## config.mk

```make
export PLATFORM = sky130hd
export DESIGN_NAME = pid_multichannel
export DESIGN_NICKNAME = d
export VERILOG_FILES = /design/src/rtl/pid_pkg.sv /design/src/rtl/pid_saturate.sv /design/src/rtl/pid_multichannel.sv
export SDC_FILE = /design/constraint.sdc
export NUM_CORES = 2
export LEC_CHECK = 0
export BUFFER_PORTS_ARGS = -buffer_cell sky130_fd_sc_hd__buf_2
export CAP_MARGIN = 30
export CORE_ASPECT_RATIO = 0.7
export CORE_MARGIN = 4
export CORE_UTILIZATION = 35
export DETAILED_ROUTE_END_ITERATION = 16
export GPL_TIMING_DRIVEN = 1
export PLACE_DENSITY = 0.53
export SETUP_SLACK_MARGIN = 0.02
export SYNTH_ARGS = -nofsm -noshare
export SYNTH_HDL_FRONTEND = slang
export SYNTH_SLANG_ARGS = --single-unit
```

## constraint.sdc

```tcl
create_clock -name clk -period 16.3 [get_ports clk]
set_input_delay 0.815 -clock clk [delete_from_list [all_inputs] [get_ports clk]]
set_output_delay 0.815 -clock clk [all_outputs]
set_load 0.02 [all_outputs]
```

## src/rtl/pid_pkg.sv

```systemverilog
// pid_pkg: FSM state encoding and the signed saturation helper shared by the PID datapath.
package pid_pkg;
  typedef enum logic [2:0] {ST_IDLE, ST_ERROR, ST_PROD, ST_SUM, ST_CLAMP, ST_DONE} state_e;
  // Clamp v to the signed range of a w-bit value (w <= 63); caller truncates the result to w bits.
  function automatic logic signed [63:0] sat(input logic signed [63:0] v, input int w);
    logic signed [63:0] hi, lo;
    hi = (64'sd1 <<< (w - 1)) - 64'sd1;
    lo = -hi - 64'sd1;
    return v > hi ? hi : v < lo ? lo : v;
  endfunction
endpackage

```

## src/rtl/pid_saturate.sv

```systemverilog
// pid_saturate: limits a wide signed value to hi, then to lo (lo wins when lo > hi).
module pid_saturate #(
  parameter int IN_W  = 36,
  parameter int OUT_W = 16
) (
  input  logic signed [IN_W-1:0]  val,
  input  logic signed [OUT_W-1:0] lo,
  input  logic signed [OUT_W-1:0] hi,
  output logic signed [OUT_W-1:0] y
);
  logic signed [IN_W-1:0] lo_x, hi_x, t;
  always_comb begin
    lo_x = IN_W'(lo);
    hi_x = IN_W'(hi);
    t    = val > hi_x ? hi_x : val;
    y    = OUT_W'(t < lo_x ? lo_x : t);
  end
endmodule

```

## src/rtl/pid_multichannel.sv

```systemverilog
// pid_multichannel: time-shared multi-channel PI controller, one sample per 6 cycles.
// Define PID_DERIV_EN to add the kd input and second-difference derivative term.
module pid_multichannel
  import pid_pkg::*;
#(
  parameter int DATA_W   = 16,
  parameter int GAIN_W   = 16,
  parameter int FRAC_W   = 8,
  parameter int CHANNELS = 4,
  localparam int CH_W    = CHANNELS > 1 ? $clog2(CHANNELS) : 1
) (
  input  logic                     clk,
  input  logic                     reset_b,
  input  logic                     sample_valid,
  output logic                     sample_ready,
  input  logic [CH_W-1:0]          sample_ch,
  input  logic signed [DATA_W-1:0] setpoint,
  input  logic signed [DATA_W-1:0] measurement,
  input  logic signed [GAIN_W-1:0] kp,
  input  logic signed [GAIN_W-1:0] ki,
`ifdef PID_DERIV_EN
  input  logic signed [GAIN_W-1:0] kd,
`endif
  input  logic signed [DATA_W-1:0] u_min,
  input  logic signed [DATA_W-1:0] u_max,
  input  logic                     ch_clear,
  input  logic [CH_W-1:0]          ch_clear_idx,
  output logic signed [DATA_W-1:0] u_out,
  output logic [CH_W-1:0]          u_ch,
  output logic                     u_valid
);
  localparam int S_W = GAIN_W + DATA_W + 3;
  state_e state_q, state_d;
  logic [CH_W-1:0] ch_q, ch_d, u_ch_q, u_ch_d;
  logic signed [DATA_W-1:0] sp_q, sp_d, meas_q, meas_d, umin_q, umin_d, umax_q, umax_d;
  logic signed [DATA_W-1:0] e_q, e_d, u_out_q, u_out_d;
  logic signed [GAIN_W-1:0] kp_q, kp_d, ki_q, ki_d;
  logic signed [S_W-1:0] p_q, p_d, i_q, i_d, du_q, du_d, sum;
  logic u_valid_q, u_valid_d;
  logic signed [DATA_W-1:0] e_prev_q [CHANNELS];
  logic signed [DATA_W-1:0] e_prev_d [CHANNELS];
  logic signed [DATA_W-1:0] u_prev_q [CHANNELS];
  logic signed [DATA_W-1:0] u_prev_d [CHANNELS];
  logic signed [DATA_W:0] diff, de;
  logic signed [DATA_W-1:0] e_prev_cur, u_prev_cur, u_sat;
  logic signed [S_W:0] u_full;
  logic ch_ok, clr_ok, accept;
`ifdef PID_DERIV_EN
  logic signed [GAIN_W-1:0] kd_q, kd_d;
  logic signed [S_W-1:0] d_q, d_d;
  logic signed [DATA_W-1:0] e_prev2_q [CHANNELS];
  logic signed [DATA_W-1:0] e_prev2_d [CHANNELS];
  logic signed [DATA_W+1:0] dd;
  logic signed [DATA_W-1:0] e_prev2_cur;
  assign e_prev2_cur = ch_ok ? e_prev2_q[ch_q] : '0;
  assign sum = p_q + i_q + d_q;
`else
  assign sum = p_q + i_q;
`endif
  assign sample_ready = state_q == ST_IDLE && reset_b;
  assign accept       = sample_valid && sample_ready;
  assign ch_ok        = 32'(ch_q) < CHANNELS;
  assign clr_ok       = ch_clear && 32'(ch_clear_idx) < CHANNELS;
  assign e_prev_cur   = ch_ok ? e_prev_q[ch_q] : '0;
  assign u_prev_cur   = ch_ok ? u_prev_q[ch_q] : '0;
  assign u_full       = (S_W+1)'(u_prev_cur) + (S_W+1)'(du_q);
  assign u_out        = u_out_q;
  assign u_ch         = u_ch_q;
  assign u_valid      = u_valid_q;
  pid_saturate #(.IN_W(S_W + 1), .OUT_W(DATA_W)) u_clamp (
    .val(u_full), .lo(umin_q), .hi(umax_q), .y(u_sat)
  );
  always_comb begin
    state_d   = state_q == ST_IDLE ? (accept ? ST_ERROR : ST_IDLE) :
                state_q == ST_DONE ? ST_IDLE : state_e'(state_q + 3'd1);
    ch_d      = accept ? sample_ch : ch_q;
    sp_d      = accept ? setpoint : sp_q;
    meas_d    = accept ? measurement : meas_q;
    kp_d      = accept ? kp : kp_q;
    ki_d      = accept ? ki : ki_q;
    umin_d    = accept ? u_min : umin_q;
    umax_d    = accept ? u_max : umax_q;
    diff      = (DATA_W+1)'(sp_q) - (DATA_W+1)'(meas_q);
    de        = (DATA_W+1)'(e_q) - (DATA_W+1)'(e_prev_cur);
    e_d       = state_q == ST_ERROR ? DATA_W'(sat(64'(diff), DATA_W)) : e_q;
    p_d       = state_q == ST_PROD ? S_W'(kp_q) * S_W'(de) : p_q;
    i_d       = state_q == ST_PROD ? S_W'(ki_q) * S_W'(e_q) : i_q;
    du_d      = state_q == ST_SUM ? sum >>> FRAC_W : du_q;
    u_valid_d = state_q == ST_CLAMP && ch_ok;
    u_out_d   = u_valid_d ? u_sat : u_out_q;
    u_ch_d    = u_valid_d ? ch_q : u_ch_q;
    e_prev_d  = e_prev_q;
    u_prev_d  = u_prev_q;
`ifdef PID_DERIV_EN
    kd_d      = accept ? kd : kd_q;
    dd        = (DATA_W+2)'(e_q) - ((DATA_W+2)'(e_prev_cur) <<< 1) + (DATA_W+2)'(e_prev2_cur);
    d_d       = state_q == ST_PROD ? S_W'(kd_q) * S_W'(dd) : d_q;
    e_prev2_d = e_prev2_q;
    if (state_q == ST_DONE && ch_ok) e_prev2_d[ch_q] = e_prev_cur;
    if (clr_ok) e_prev2_d[ch_clear_idx] = '0;
`endif
    // u_out_q already holds the clamped value, so history never winds up past the limits
    if (state_q == ST_DONE && ch_ok) begin
      e_prev_d[ch_q] = e_q;
      u_prev_d[ch_q] = u_out_q;
    end
    if (clr_ok) begin
      e_prev_d[ch_clear_idx] = '0;
      u_prev_d[ch_clear_idx] = '0;
    end
  end
  always_ff @(posedge clk) begin
    if (!reset_b) begin
      state_q   <= ST_IDLE;
      ch_q      <= '0;
      sp_q      <= '0;
      meas_q    <= '0;
      kp_q      <= '0;
      ki_q      <= '0;
      umin_q    <= '0;
      umax_q    <= '0;
      e_q       <= '0;
      p_q       <= '0;
      i_q       <= '0;
      du_q      <= '0;
      u_out_q   <= '0;
      u_ch_q    <= '0;
      u_valid_q <= 1'b0;
      e_prev_q  <= '{default: '0};
      u_prev_q  <= '{default: '0};
`ifdef PID_DERIV_EN
      kd_q      <= '0;
      d_q       <= '0;
      e_prev2_q <= '{default: '0};
`endif
    end else begin
      state_q   <= state_d;
      ch_q      <= ch_d;
      sp_q      <= sp_d;
      meas_q    <= meas_d;
      kp_q      <= kp_d;
      ki_q      <= ki_d;
      umin_q    <= umin_d;
      umax_q    <= umax_d;
      e_q       <= e_d;
      p_q       <= p_d;
      i_q       <= i_d;
      du_q      <= du_d;
      u_out_q   <= u_out_d;
      u_ch_q    <= u_ch_d;
      u_valid_q <= u_valid_d;
      e_prev_q  <= e_prev_d;
      u_prev_q  <= u_prev_d;
`ifdef PID_DERIV_EN
      kd_q      <= kd_d;
      d_q       <= d_d;
      e_prev2_q <= e_prev2_d;
`endif
    end
  end
endmodule

```

# Word level (Yosys, flattened, before mapping)
# Index checks and enable logic that the tools add are counted.
# W data, S select, Z words.
[op_classes]
n_lt_le_gt_ge = 8
add_sub_neg = 5
n_mux = 23
reduce_logical = 5
n_bitwise = 5
multipliers = 2
eq_ne = 5
[ops]
columns = ["cell", "n"]
rows = [
  ["$mux W64", 4],
  ["$mux W16", 9],
  ["$and A64 B64 Y64", 2],
  ["$bwmux W64", 2],
  ["$bmux W16 S2", 2],
  ["$demux W16 S2", 2],
  ["$not A64 Y64", 1],
  ["$lt A36 B16 Y1", 1],
  ["$mux W36", 1],
  ["$add A35 B35 Y35", 1],
  ["$sub A16 B16 Y17", 2],
  ["$mul A16 B17 Y33", 1],
  ["$mul A16 B16 Y32", 1],
  ["$add A16 B27 Y28", 1],
  ["$gt A28 B16 Y1", 1],
  ["$gt A17 B16 Y1 const B", 1],
  ["$lt A17 B16 Y1 const B", 1],
  ["$eq A3 B2 Y1 const B", 2],
  ["$eq A3 B3 Y1 const B", 2],
  ["$ge A3 B3 Y1 const B", 2],
  ["$lt A3 B1 Y1 const B", 2],
  ["$mux W3", 2],
  ["$not A2 Y3", 2],
  ["$logic_and A1 B1 Y1", 4],
  ["other kinds (4)", 4],
]
[word_totals]
out_inout_bits = 20
regBits = 361
word_cells = 76

# Depth between registers and ports, before layout
[depth]
ltp_word = 9
depth_mapped = 39
ltp_nobuf = 35

# Hierarchy
# Synthesis repeated with hierarchy kept, for this count alone.
[hier_totals]
cells_unflattened = 4735
hier_area_um2 = 40152.3
[modules_own_cells]
columns = ["module", "seq_area_each_um2", "area_per_inst_um2", "cells_per_inst", "instances"]
rows = [
  ["pid_multichannel", 7126.8, 37773.7, 4419, 1],
  ["pid_saturate", 0.0, 2378.5, 316, 1],
]

# Least setup slack after synthesis
# OpenSTA, ideal clock, no wires.
[synth_timing]
path_type = "register -> register"
startpoint = "reg ch_q[0]"
endpoint = "reg p_q[31]"
arrival_ns = 9.056
stages_incl_launch_ff = 38
path_buffers = 3
path_slack_ns = 7.124
period_less_slack_ns = 9.176
t_required_ns = 16.180
path_cell_list = "dfxtp_1 > buf_1 > buf_1 > mux4_2 > ha_1 > inv_1 > fa_1 > a21o_1 > a21oi_1 > o21ai_1 > a21oi_1 > o21bai_1 > a41oi_1 > a21oi_1 > a41o_1 > o22ai_1 > buf_2 > nand2_1 > (+2 left out) > fa_1 > fa_1 > fa_1 > fa_1 > inv_1 > fa_1 > inv_1 > ha_1 > a21o_1 > a21oi_1 > nor2b_1 > o21ai_0 > nand2b_1 > a21oi_1 > o221ai_1 > o41ai_2 > o211ai_1 > nor3b_1"
[synth_via]
elab_chain_cells = 6
[synth_lines]
columns = ["element", "line", "source"]
rows = [
  ["from (decl)", "pid_multichannel.sv:34", "logic [CH_W-1:0] ch_q, ch_d, u_ch_q, u_ch_d;"],
  ["from (signal assigned)", "pid_multichannel.sv:138", "ch_q <= ch_d;"],
  ["$not A2 Y3 (implied by the code)", "pid_multichannel.sv:64", "assign e_prev_cur = ch_ok ? e_prev_q[ch_q] : '0;"],
  ["$bmux W16 S2", "pid_multichannel.sv:64", ""],
  ["$mux W16 (implied by the code) (2 in series)", "pid_multichannel.sv:64", ""],
  ["$sub A16 B16 Y17", "pid_multichannel.sv:84", "de = (DATA_W+1)'(e_q) - (DATA_W+1)'(e_prev_cur);"],
  ["$mul A16 B17 Y33", "pid_multichannel.sv:86", "p_d = state_q == ST_PROD ? S_W'(kp_q) * S_W'(de) : p_q;"],
  ["to (signal assigned)", "pid_multichannel.sv:146", "p_q <= p_d;"],
  ["to (decl)", "pid_multichannel.sv:38", "logic signed [S_W-1:0] p_q, p_d, i_q, i_d, du_q, du_d, sum;"],
]
# No other way between the ends. The select of a mux whose other input is x is not followed.
# A chain may end at the register's enable or synchronous reset.

# Worst setup path in the final report
# Ends and elaborated chain as after synthesis.

==> results.sh <==
export IMPL_max_cap_violations=0
export IMPL_antenna_found_initial=0
export IMPL_cts_tree="built"
export IMPL_worst_setup_path_start_kind="flip-flop"
export IMPL_placed_cells=6003
export IMPL_route_detailed_drc=0
export IMPL_clockBufferDepth=3
export IMPL_synthesis_nets=5575
export IMPL_cts_max_level=2
export IMPL_cts_sinks=356
export IMPL_skew_ns=0.0500
export IMPL_layout_drive_gt1_share_pct=7.28
export IMPL_area_growth_pct=9.11
export IMPL_design_core_area_sq_um=111000
export IMPL_instances_no_fill=6086
export IMPL_synth_edff_count=0
export IMPL_viasPerCell=5.04
export IMPL_power_leakage_uw=0.0189
export IMPL_track_usage_pct=19.2
export IMPL_setup_viol=0
export IMPL_dp_hpwl_mm=84.9
export IMPL_wl_per_cell_um=18.4
export IMPL_fp_dieW_um=408
export IMPL_cts_inserted_buffers=44
export IMPL_ant_nets=0
export IMPL_drt_pass1_iter_count=6
export IMPL_rsz0062_at_grt="false"
export IMPL_drtIter0Drc=2026
export IMPL_hold_viol=0
export IMPL_cts_resized=0
export IMPL_rows=102
export IMPL_max_freq_mhz=101
export IMPL_status="finished, final reports clean"
export IMPL_worst_pin_slew_ns=0.979
export IMPL_syn_inst=4613
export IMPL_cts_root_buf="clkbuf_16"
export IMPL_avgSynthCellArea_sq_um=8.52
export IMPL_globalplace_congestion=0.857
export IMPL_grt_ovfl_total=0
export IMPL_antenna_cells=0
export IMPL_endpoint_kind="flip-flop"
export IMPL_num_vias=30654
export IMPL_hold_path_class="primary input to flip-flop"
export IMPL_grt_pass1_wl_mm=181
export IMPL_io_buffers=123
export IMPL_slew_viol_final=0
export IMPL_grt_max_degree=100
export IMPL_slew_headroom_pct=34.6
export IMPL_wirelength_mm=112
export IMPL_die_h_um=288
export IMPL_post_cts_buffers=0
export IMPL_async_flop_share_pct=0
export IMPL_clk_latency_ns=0.63
export IMPL_ys_seq_area_share_pct=18.1
export IMPL_cp_arrival_ns=10.44
export IMPL_fin_tns_setup_ns=0
export IMPL_ir_drop_uv=228
export IMPL_slowest_stage="dfxtp_2"
export IMPL_cp_common_cell="fa_1"
export IMPL_start_util_pct=35.4
export IMPL_fin_crit_ns=9.94
export IMPL_final_nets=5557
export IMPL_postCtsHoldBufs=0
export IMPL_slowest_delay_ns=0.76
export IMPL_cts_reportedPaths_clkPinSlew_ns=0.06
export IMPL_yosysWarnings=0
export IMPL_finalCritPeriodShare_pct=61.0
export IMPL_synth_area_sq_um=39300
export IMPL_synth_seq_cells=356
export IMPL_fillers=11382
export IMPL_grt_pass1_vias=31223
export IMPL_dieArea_sq_um=118000
export IMPL_ys_types=80
export IMPL_crit_required_ns=16.80
export IMPL_crit_fanout=18
export IMPL_crit_type="flip-flop to flip-flop"
export IMPL_crit_buf_inv=4
export IMPL_critical_path_top_delay_family="adder cells"
export IMPL_p_per_area_nw_per_um2=150
export IMPL_ios=124
export IMPL_synthFlopType="dfxtp_1"
==> logic make-up (layout without fill, tap and decap cells) <==
kind of cell / count (synthesis) / after routing / synth area share [%]
muxes: 55 / 55 / 2.44
AOI/OAI and AO/OA: 797 / 797 / 12.6
adders and majority gates: 859 / 859 / 37.7
DFF: 356 / 356 / 18.1
xor gates and xnor gates: 136 / 136 / 3.03
and+or+nand+nor: 1472 / 1472 / 17.1
buffers and inverters: 938 / 955 / 9.02
==> Yosys cell counts (5+ instances only) <==
library cell | instances | area, sq um
or2_2 | 6 | 37.5
o311ai_1 | 19 | 166
nand2b_1 | 37 | 231
o21bai_1 | 16 | 120
mux2i_1 | 16 | 160
nand3_1 | 98 | 490
and2_1 | 218 | 1360
nand4_1 | 23 | 144
nor2_1 | 96 | 360
nor4_1 | 7 | 43.8
clkbuf_1 | 215 | 807
nor3_1 | 23 | 115
a211o_1 | 6 | 52.6
dfxtp_1 | 356 | 7130
a211oi_1 | 15 | 113
a21o_1 | 84 | 631
a21oi_1 | 302 | 1510
a2111oi_0 | 6 | 52.6
nor2b_1 | 44 | 275
nor3b_1 | 5 | 37.5
inv_1 | 687 | 2580
buf_2 | 10 | 50.1
a31oi_1 | 15 | 93.8
ha_1 | 317 | 3970
fa_1 | 541 | 10800
nand2_1 | 866 | 3250
and3_1 | 19 | 119
nand4b_1 | 6 | 52.6
buf_1 | 23 | 86.3
o31ai_1 | 42 | 315
o211ai_1 | 24 | 180
or3_1 | 8 | 50.1
mux4_2 | 32 | 721
o311a_1 | 9 | 90.1
o21a_1 | 15 | 113
xor2_1 | 45 | 394
o21ai_0 | 138 | 691
xnor2_1 | 91 | 797
a22o_1 | 16 | 140
mux2_2 | 7 | 78.8
o21ai_1 | 41 | 205
==> area by class of cell <==
type	count	area (sq um)	share of cell area, %
Inverter	688	2580	6.03
Clock buffer	62	1250	2.91
Timing Repair Buffer	186	1160	2.71
Tap cell	1456	1820	4.25
Clock inverter	19	234	0.546
Multi-Input combinational cell	3319	28700	66.9
Sequential cell	356	7130	16.6
==> power breakdown <==
part | total (uW) | leakage, uW | switching, uW | internal, uW
sequential | 984 | 0.00289 | 70.7 | 914
clock | 1010 | 0.000722 | 432 | 576
combinational | 4430 | 0.0153 | 2700 | 1730
==> state kept, by name, summed over array words and instances, names as in the netlist <==
signal    cells
p_q          33
sp_q         16
u_out        16
umax_q       16
kp_q         16
i_q          32
du_q         27
state_q       3
u_valid       1
u_prev_q     64
e_q          16
ki_q         16
meas_q       16
e_prev_q     64
umin_q       16
u_ch          2
ch_q          2
==> through the flow <==
stage / power (uW) / instance area (sq um) / utilization [%] / hold slack [ns] / setup slack, ns
2_1_floorplan: 4160 / 39300 / - / 0.430 / 7.12
6_report: 6420 / 42900 / 38.6 / 0.384 / 6.36
3_5_place_dp: 5440 / 41300 / 37.2 / 0.446 / 6.40
4_1_cts: 6490 / 42800 / 38.6 / 0.340 / 6.35
5_1_grt: 7100 / 42900 / 38.6 / 0.373 / 5.75
3_3_place_gp: 5420 / 41200 / 37.1 / 0.438 / 6.53
==> worst min-delay path: stages <==
cell and delay (ns):
buf_2 0.07, nand2_1 0.03, o21ai_0 0.05
==> layout by cell type (no fill, tap or decap), drive strengths merged, types with 6 or more instances in the layout <==
| cell | instances |
|---|---|
| nor2 | 96 |
| clkinv | 12 |
| nor2b | 44 |
| nand2 | 866 |
| o21bai | 17 |
| nor3 | 24 |
| or2 | 9 |
| nand2b | 37 |
| a21o | 84 |
| inv | 691 |
| buf | 186 |
| mux2i | 16 |
| mux2 | 7 |
| a31oi | 15 |
| clkbuf | 62 |
| xnor2 | 91 |
| o311ai | 19 |
| xor2 | 45 |
| fa | 541 |
| o211ai | 24 |
| nand4b | 6 |
| a211oi | 16 |
| nor4 | 7 |
| and3 | 20 |
| a22o | 16 |
| and2 | 219 |
| a2111oi | 9 |
| dfxtp | 356 |
| a21oi | 303 |
| o21a | 15 |
| or3 | 8 |
| a211o | 6 |
| mux4 | 32 |
| o311a | 9 |
| nand4 | 23 |
| o21ai | 180 |
| ha | 317 |
| nand3 | 98 |
| o31ai | 42 |
==> final timing paths <==
path	depth (start not counted)	from	slack (ns)	end
worst max-delay path	31	ch_q[0]	6.36	p_q[31]
worst min-delay path	3	setpoint[9]	0.38	sp_q[9]
worst max register to register	31	ch_q[0]	6.36	p_q[31]
worst min register to register	2	u_prev_q[55]	0.45	u_prev_q[55]
==> layer usage <==
metal	wire, um	vias up	track usage, %
li1	-	14742	-
met1	56000	15055	29.0
met2	46800	759	28.9
met3	6660	98	3.22
met4	2260	0	3.93
met5	0	-	0
(Power assumes the default switching activity.)
